--- src/rtl/apb_cmd_master.sv ---
// apb_cmd_master: single-outstanding APB initiator for the timer's 12-bit slave.
// A valid/ready command port starts one SETUP/ACCESS transfer at a time, and
// the result is held on the response port until it is consumed.
// Optional feature macro: APB_CMD_MASTER_TIMEOUT_EN enables the ACCESS
// wait-state watchdog (TIMEOUT_CYCLES ACCESS cycles without pready).
// With the macro undefined, ACCESS waits for pready indefinitely and
// rsp_timeout is tied to 0.

module apb_cmd_master #(
  parameter int unsigned TIMEOUT_CYCLES = 16
) (
  input  logic        clk,
  input  logic        rst_n,
  // command port
  input  logic        cmd_valid,
  output logic        cmd_ready,
  input  logic        cmd_write,
  input  logic [11:0] cmd_addr,
  input  logic [31:0] cmd_wdata,
  input  logic [3:0]  cmd_strb,
  // response port
  output logic        rsp_valid,
  input  logic        rsp_ready,
  output logic [31:0] rsp_rdata,
  output logic        rsp_err,
  output logic        rsp_timeout,
  // APB initiator
  output logic        psel,
  output logic        penable,
  output logic        pwrite,
  output logic [11:0] paddr,
  output logic [31:0] pwdata,
  output logic [3:0]  pstrb,
  input  logic        pready,
  input  logic        pslverr,
  input  logic [31:0] prdata
);

  typedef enum logic [1:0] {
    ST_IDLE   = 2'd0,
    ST_SETUP  = 2'd1,
    ST_ACCESS = 2'd2,
    ST_RESP   = 2'd3
  } state_t;

  state_t      r_state;
  state_t      w_state_nxt;

  logic        w_accept;
  logic        w_complete;
  logic        w_expire;

  // Control outputs are registered from the next state so they never glitch
  logic        r_cmd_ready;
  logic        r_psel;
  logic        r_penable;
  logic        r_rsp_valid;

  // APB payload, loaded only on command accept
  logic        r_pwrite;
  logic [11:0] r_paddr;
  logic [31:0] r_pwdata;
  logic [3:0]  r_pstrb;

  // Response payload, loaded only when a transfer ends
  logic [31:0] r_rsp_rdata;
  logic        r_rsp_err;

  assign w_accept   = (r_state == ST_IDLE) && cmd_valid;
  assign w_complete = (r_state == ST_ACCESS) && pready;

`ifdef APB_CMD_MASTER_TIMEOUT_EN
  localparam logic [7:0] LP_WAIT_LIMIT = 8'(TIMEOUT_CYCLES - 32'd1);

  logic [7:0] r_wait_cnt;
  logic       r_rsp_timeout;

  // Expiry only when pready is still low; a late pready in the same cycle wins
  assign w_expire = (r_state == ST_ACCESS) && !pready && (r_wait_cnt == LP_WAIT_LIMIT);

  // Wait counter: cleared in SETUP (i.e. on entry to ACCESS), counts ACCESS cycles without pready
  always_ff @(posedge clk or negedge rst_n) begin
    if (!rst_n) begin
      r_wait_cnt <= 8'd0;
    end else if (r_state == ST_SETUP) begin
      r_wait_cnt <= 8'd0;
    end else if ((r_state == ST_ACCESS) && !pready) begin
      r_wait_cnt <= r_wait_cnt + 8'd1;
    end else begin
      r_wait_cnt <= r_wait_cnt;
    end
  end

  // Timeout flag travels with the rest of the response payload
  always_ff @(posedge clk or negedge rst_n) begin
    if (!rst_n) begin
      r_rsp_timeout <= 1'b0;
    end else if (w_complete) begin
      r_rsp_timeout <= 1'b0;
    end else if (w_expire) begin
      r_rsp_timeout <= 1'b1;
    end else begin
      r_rsp_timeout <= r_rsp_timeout;
    end
  end

  assign rsp_timeout = r_rsp_timeout;
`else
  assign w_expire    = 1'b0;
  assign rsp_timeout = 1'b0;
`endif

  // Next-state logic for the SETUP/ACCESS/RESP sequence
  always_comb begin
    w_state_nxt = r_state;
    case (r_state)
      ST_IDLE: begin
        if (cmd_valid) begin
          w_state_nxt = ST_SETUP;
        end else begin
          w_state_nxt = ST_IDLE;
        end
      end
      ST_SETUP: begin
        w_state_nxt = ST_ACCESS;
      end
      ST_ACCESS: begin
        if (pready) begin
          w_state_nxt = ST_RESP;
        end else if (w_expire) begin
          w_state_nxt = ST_RESP;
        end else begin
          w_state_nxt = ST_ACCESS;
        end
      end
      ST_RESP: begin
        if (rsp_ready) begin
          w_state_nxt = ST_IDLE;
        end else begin
          w_state_nxt = ST_RESP;
        end
      end
      default: begin
        w_state_nxt = ST_IDLE;
      end
    endcase
  end

  // State register plus control outputs decoded from the next state
  always_ff @(posedge clk or negedge rst_n) begin
    if (!rst_n) begin
      r_state     <= ST_IDLE;
      r_cmd_ready <= 1'b1;
      r_psel      <= 1'b0;
      r_penable   <= 1'b0;
      r_rsp_valid <= 1'b0;
    end else begin
      r_state     <= w_state_nxt;
      r_cmd_ready <= (w_state_nxt == ST_IDLE);
      r_psel      <= (w_state_nxt == ST_SETUP) || (w_state_nxt == ST_ACCESS);
      r_penable   <= (w_state_nxt == ST_ACCESS);
      r_rsp_valid <= (w_state_nxt == ST_RESP);
    end
  end

  // APB payload capture on command accept; strobes are meaningless for reads
  always_ff @(posedge clk or negedge rst_n) begin
    if (!rst_n) begin
      r_pwrite <= 1'b0;
      r_paddr  <= 12'd0;
      r_pwdata <= 32'd0;
      r_pstrb  <= 4'd0;
    end else if (w_accept) begin
      r_pwrite <= cmd_write;
      r_paddr  <= cmd_addr;
      r_pwdata <= cmd_wdata;
      r_pstrb  <= cmd_write ? cmd_strb : 4'd0;
    end else begin
      r_pwrite <= r_pwrite;
      r_paddr  <= r_paddr;
      r_pwdata <= r_pwdata;
      r_pstrb  <= r_pstrb;
    end
  end

  // Response capture: prdata/pslverr are only trusted in the pready cycle
  always_ff @(posedge clk or negedge rst_n) begin
    if (!rst_n) begin
      r_rsp_rdata <= 32'd0;
      r_rsp_err   <= 1'b0;
    end else if (w_complete) begin
      r_rsp_rdata <= r_pwrite ? 32'd0 : prdata;
      r_rsp_err   <= pslverr;
    end else if (w_expire) begin
      r_rsp_rdata <= 32'd0;
      r_rsp_err   <= 1'b1;
    end else begin
      r_rsp_rdata <= r_rsp_rdata;
      r_rsp_err   <= r_rsp_err;
    end
  end

  assign cmd_ready = r_cmd_ready;
  assign psel      = r_psel;
  assign penable   = r_penable;
  assign rsp_valid = r_rsp_valid;
  assign pwrite    = r_pwrite;
  assign paddr     = r_paddr;
  assign pwdata    = r_pwdata;
  assign pstrb     = r_pstrb;
  assign rsp_rdata = r_rsp_rdata;
  assign rsp_err   = r_rsp_err;

  apb_cmd_master_chk #(
    .TIMEOUT_CYCLES (TIMEOUT_CYCLES)
  ) u_chk (
    .clk         (clk),
    .rst_n       (rst_n),
    .cmd_ready   (r_cmd_ready),
    .psel        (r_psel),
    .penable     (r_penable),
    .rsp_valid   (r_rsp_valid),
    .pwrite      (r_pwrite),
    .paddr       (r_paddr),
    .pwdata      (r_pwdata),
    .pstrb       (r_pstrb),
    .rsp_rdata   (r_rsp_rdata),
    .rsp_err     (r_rsp_err),
    .rsp_timeout (rsp_timeout)
  );

endmodule

// Protocol invariants of the initiator, kept out of the datapath module.
module apb_cmd_master_chk #(
  parameter int unsigned TIMEOUT_CYCLES = 16
) (
  input logic        clk,
  input logic        rst_n,
  input logic        cmd_ready,
  input logic        psel,
  input logic        penable,
  input logic        rsp_valid,
  input logic        pwrite,
  input logic [11:0] paddr,
  input logic [31:0] pwdata,
  input logic [3:0]  pstrb,
  input logic [31:0] rsp_rdata,
  input logic        rsp_err,
  input logic        rsp_timeout
);

  // Watchdog limit must fit the 8-bit wait counter and allow at least one wait state
  a_param_range: assert property (@(posedge clk)
    (TIMEOUT_CYCLES >= 32'd2) && (TIMEOUT_CYCLES <= 32'd255));

  // penable is only ever asserted inside a selected transfer
  a_penable_psel: assert property (@(posedge clk) disable iff (!rst_n)
    penable |-> psel);

  // Exactly one phase at a time: accepting, transferring, or holding a response
  a_phase_onehot: assert property (@(posedge clk) disable iff (!rst_n)
    $onehot({cmd_ready, psel, rsp_valid}));

  // Payload does not move while the slave can see it
  a_payload_stable: assert property (@(posedge clk) disable iff (!rst_n)
    psel |=> (!psel || $stable({pwrite, paddr, pwdata, pstrb})));

  // Held response does not move until it is consumed
  a_rsp_stable: assert property (@(posedge clk) disable iff (!rst_n)
    rsp_valid |=> (!rsp_valid || $stable({rsp_rdata, rsp_err, rsp_timeout})));

endmodule

--- config.mk ---
export PLATFORM = sky130hd
export DESIGN_NAME = apb_cmd_master
export DESIGN_NICKNAME = d
export VERILOG_FILES = /design/src/rtl/apb_cmd_master.sv
export SDC_FILE = /design/constraint.sdc
export NUM_CORES = 1
export LEC_CHECK = 0
export ABC_AREA = 0
export BUFFER_PORTS_ARGS = -buffer_cell sky130_fd_sc_hd__buf_2
export CORE_AREA = 2 2 93 95
export CTS_CLUSTER_SIZE = 28
export DETAILED_ROUTE_END_ITERATION = 10
export DIE_AREA = 0 0 95 97
export PLACE_DENSITY_LB_ADDON = 0.15
export REMOVE_ABC_BUFFERS = 1
export SETUP_SLACK_MARGIN = 0.4
export SLEW_MARGIN = 20
export SYNTH_ARGS = -nofsm -noshare
export SYNTH_HDL_FRONTEND = slang
export SYNTH_HIERARCHICAL = 1
export SYNTH_SLANG_ARGS = --single-unit
--- constraint.sdc ---
create_clock -name clk -period 2.2 [get_ports clk]
set_clock_uncertainty 0.2 [all_clocks]
set_input_delay 0 -clock clk [delete_from_list [all_inputs] [get_ports clk]]
set_output_delay 0 -clock clk [all_outputs]
set_load 0.02 [all_outputs]
After elaboration in Yosys (flattened, before gate mapping)

Cells that the tools add are included.

Register bits after elaboration: 88
Output and inout port bits: 87
Logic and storage cells: 28

Eq/ne operators: 6
Mux-type cells: 6
Reductions and logical operators: 5

Operator list:

| cell                                                                  | count |
|---|---|
| 32-bit two-way mux                                                    | 1 |
| 2-bit equality test, second input constant                            | 4 |
| 2-bit one-hot mux with 4 select lines                                 | 1 |
| 2-bit by 1-bit equality test with 1-bit output, second input constant | 2 |
| 2-bit logical NOT                                                     | 2 |
| 4-bit two-way mux                                                     | 1 |
| 1-bit logical AND                                                     | 2 |
| 1-bit two-way mux                                                     | 2 |
| 2-bit two-way mux                                                     | 1 |
| 1-bit logical OR                                                      | 1 |

Logic depth before layout (Yosys ltp)

Depth after elaboration: 4
Depth in mapped cells: 4
Gate-level depth less buffers: 3

Worst setup path after synthesis

OpenSTA, ideal clock, no wires.

Kind: flip-flop to flip-flop
Start: register r_state[0]
End: register r_pwdata[22], in the netlist pwdata[22]
Library setup time: 0.125 ns
Arrival time: 1.340 ns
Data required time: 1.875 ns
Setup slack: 0.535 ns
Stages on the path, launching flop included: 5
Path buffers: 2
Period minus slack after synthesis: 1.665 ns
Cells stage by stage: dfrtp_1 > nor3b_2 > buf_4 > buf_6 > mux2_2

Word-level cells in the longest chain between the ends: 2

Ends and longest elaborated chain:

| element                | line | source |
|---|---|---|
| from (decl)            | 46   | `state_t r_state;` |
| from (signal assigned) | 158  | `r_state <= w_state_nxt;` |
| 2-bit logical NOT      | 69   | `assign w_accept = (r_state == ST_IDLE) && cmd_valid;` |
| 1-bit logical AND      | 69   |  |
| to (signal assigned)   | 176  | `r_pwdata <= cmd_wdata;` |
| to (signal assigned)   | 181  | `r_pwdata <= r_pwdata;` |
| to (decl)              | 62   | `logic [31:0] r_pwdata;` |

Every way passes these cells.
A chain may end at the register's enable or synchronous reset.

Worst setup path in the final report

Start: register r_state[1]
End: register r_state[0]

Word-level cells in the longest chain between the ends: 2
Elaborated cells between the ends (all ways): 5

Ends and longest elaborated chain:

| element                                     | line | source |
|---|---|---|
| 2-bit equality test (tied with other cells) | 116  | `case (r_state)` |
| 2-bit one-hot mux with 4 select lines (*)   | 116  |  |
| net w_state_nxt[0]                          | 47   | `state_t w_state_nxt;` |

Mark *: on every way through the listed nets, which the timed path passes. The rest lies on a longest branch.

==> impl_metrics.json <==
{
  "place_hpwl_mm": 5.404,
  "rows": 33,
  "fin_crit_sh_pct": 79.30,
  "die_w_um": 95,
  "max_slew_margin_pct": 57.98,
  "drc": 0,
  "routedWlPerCell_um": 14.40,
  "first_iter_violations": 23,
  "vdd_drop_max_uv": 620.9,
  "powerDensity_nw_per_um2": 1306,
  "hp-class": "in2async",
  "grt_remaining_overflow": 0,
  "initial_core_util_pct": 45.05,
  "die_h_um": 97,
  "yosys.area.top_type": "dfrtp_1",
  "sw_frac_of_total_pct": 38.53,
  "run_status": "completed",
  "cts_root_buf": "clkbuf_8",
  "rsz0062_at_grt": "false",
  "antenna_found_initial": 0,
  "ys_warn_count": 6,
  "ant_nets": 0,
  "vias": 2770,
  "whs_ps": 20.90,
  "avgViaCountPerCell": 4.541,
  "power_frac_clock_pct": 14.3,
  "power_frac_comb_pct": 48.1,
  "grt_max_degree": 51,
  "p_int_mw": 4.602,
  "worst_pin_slew_ps": 630.3,
  "final_cell_mix": "171 x buf_2, 89 x dlygate4sd3_1, 86 x dfrtp_1",
  "drtPass1Iterations": 4,
  "nets": 590,
  "layout-drive-gt1-share_pct": 54.06,
  "leakagePower_nw": 2.836,
  "yosys_register_bits": 88,
  "fmax_mhz": 573.2,
  "maxCapViolations": 0,
  "netlist_instances": 236,
  "drt-total-wl_mm": 8.783,
  "fill_cells": 559,
  "setup_viol": 0,
  "io_buffers": 172,
  "grt_pass1_wl_mm": 13.80,
  "cts_buffer_depth": 2,
  "tns_ps": 0,
  "worstPathMaxFanout": 7,
  "grt_usage_pct": 19.14,
  "seq_area_frac_synth_pct": 60.12,
  "dieArea_um2": 9215,
  "cp-end-kind": "flip-flop",
  "cp.arrival_ps": 1770,
  "area_growth_pct": 56.40,
  "post_cts_buffers": 0,
  "pin_count": 174,
  "gp_routability_congestion": 0.6834,
  "htree_num_levels": 3,
  "synth.distinct_cells": 21,
  "power_frac_seq_pct": 37.5,
  "clkTransAtPathRegs_ps": 80,
  "cts_sinks": 88,
  "first_global_vias": 2923,
  "avgSynthCellArea_um2": 15.53,
  "cts_tree": "done",
  "final-hold-violation-count": 0,
  "critPathKind": "reg2reg",
  "min_period_ps": 1745,
  "core_area_um2": 8134,
  "clk_latency_ps": 340,
  "switching_power_mw": 2.885,
  "cts_buffers": 9,
  "required_ps": 2220,
  "total_power_mw": 7.488,
  "setup.worst_path.start_class": "flip-flop",
  "antenna_cells": 0,
  "final_common_cell": "buf_2",
  "yosys-top-cells-area": "dfrtp_1 59%, mux2_2 15%, mux2_4 12%",
  "synth_area_um2": 3665,
  "synth_top_area_share_pct": 59.41,
  "maxSlewViolCount": 0
}
[power by group through the flow]
stage,Sequential (mW),Clock [mW],Combinational (mW)
floorplan,3.80,0,1.31
global placement,2.81,0,3.40
detailed placement,2.82,0,3.48
CTS,2.80,1.11,3.62
global route,2.91,1.16,3.86
finish,2.81,1.07,3.60
[layout make-up]
cell class / instances / area [um2] / share of cell area [%]
well taps: 105 / 131.4 / 2.292
clock buffers: 11 / 131.4 / 2.292
flip-flops and latches: 88 / 2205 / 38.46
multi-input cells: 131 / 1363 / 23.77
repair buffers: 266 / 1829 / 31.91
inverters: 4 / 15.01 / 0.2620
clock inverters: 5 / 57.56 / 1.004
[flip-flops by register name, summed over array words and instances, names as in the netlist]
register / cells
pwdata: 32
rsp_rdata: 32
paddr: 12
pstrb: 4
r_state: 2
cmd_ready: 1
penable: 1
psel: 1
pwrite: 1
rsp_err: 1
rsp_valid: 1
[critical path, cell delays in order, from the launching register on]
cell           delay (ps)
dfrtp_2               440
mux2i_1               270
o22ai_1               140
dlygate4sd3_1         580
[Yosys cell counts]
cell type / n
dfstp_2: 1
dfrtp_1: 87
nor3b_2: 1
o21a_1: 1
o22a_1: 1
and3b_1: 1
o22ai_1: 1
inv_1: 4
o21ai_0: 1
buf_6: 4
ha_1: 3
nand2_1: 5
mux2_2: 48
nand3_1: 1
conb_1: 1
mux2i_1: 5
nor2b_1: 32
mux2_4: 30
buf_4: 2
clkbuf_1: 3
buf_2: 4
[path summary, 6_finish.rpt]
kind / start / to / slack [ps] / cells past startpoint
max in group asynchronous: rst_n / r_state[1] / 1100 / 3
min reg2reg: pwdata[5] / pwdata[5] / 310 / 1
max reg2reg: r_state[1] / r_state[0] / 460 / 3
min: rst_n / pwdata[0] / 20 / 2
min in group clk: cmd_valid / pstrb[2] / 50 / 4
max: r_state[1] / r_state[0] / 460 / 3
[cells by family (layout without fill, tap and decap cells)]
| family | count (synthesis) | in the layout | synth area share, % |
|---|---|---|---|
| DFF | 88 | 88 | 60.12 |
| muxes | 83 | 83 | 28.41 |
| and+or+nand+nor | 40 | 40 | 6.692 |
| buffers and inverters | 17 | 286 | 2.902 |
| AOI/OAI and AO/OA | 4 | 4 | 0.7512 |
| adders and majority gates | 3 | 3 | 1.024 |
| other | 1 | 1 | 0.1023 |
[per-layer routing]
layer	GRT usage, %	wire, um	vias up
met3	4.829	674	12
met2	32.13	4218	129
met1	23.86	3765	1302
met5	0	0	-
met4	6.466	124	0
li1	-	-	1327
[metrics by stage]
stage	instance area, um2	worst slack (ps)	utilization (%)	instances
3_5_place_dp	4651	485.9	57.18	505
2_1_floorplan	3573	-1036	-	223
4_1_cts	5731	416.7	70.45	610
5_1_grt	5732	407.1	70.47	610
3_3_place_gp	4651	521.7	57.18	505
6_report	5732	455.4	70.47	610
[what timing repair did]
| item | CTS | global route |
|---|---|---|
| endpoints found under the hold margin | 176 | 0 |
| hold buffers | 89 | 0 |
| resized for setup | 0 | 1 |
| endpoints found under the setup margin | 0 | 1 |
Note: power is estimated with default switching activity, not from simulation.
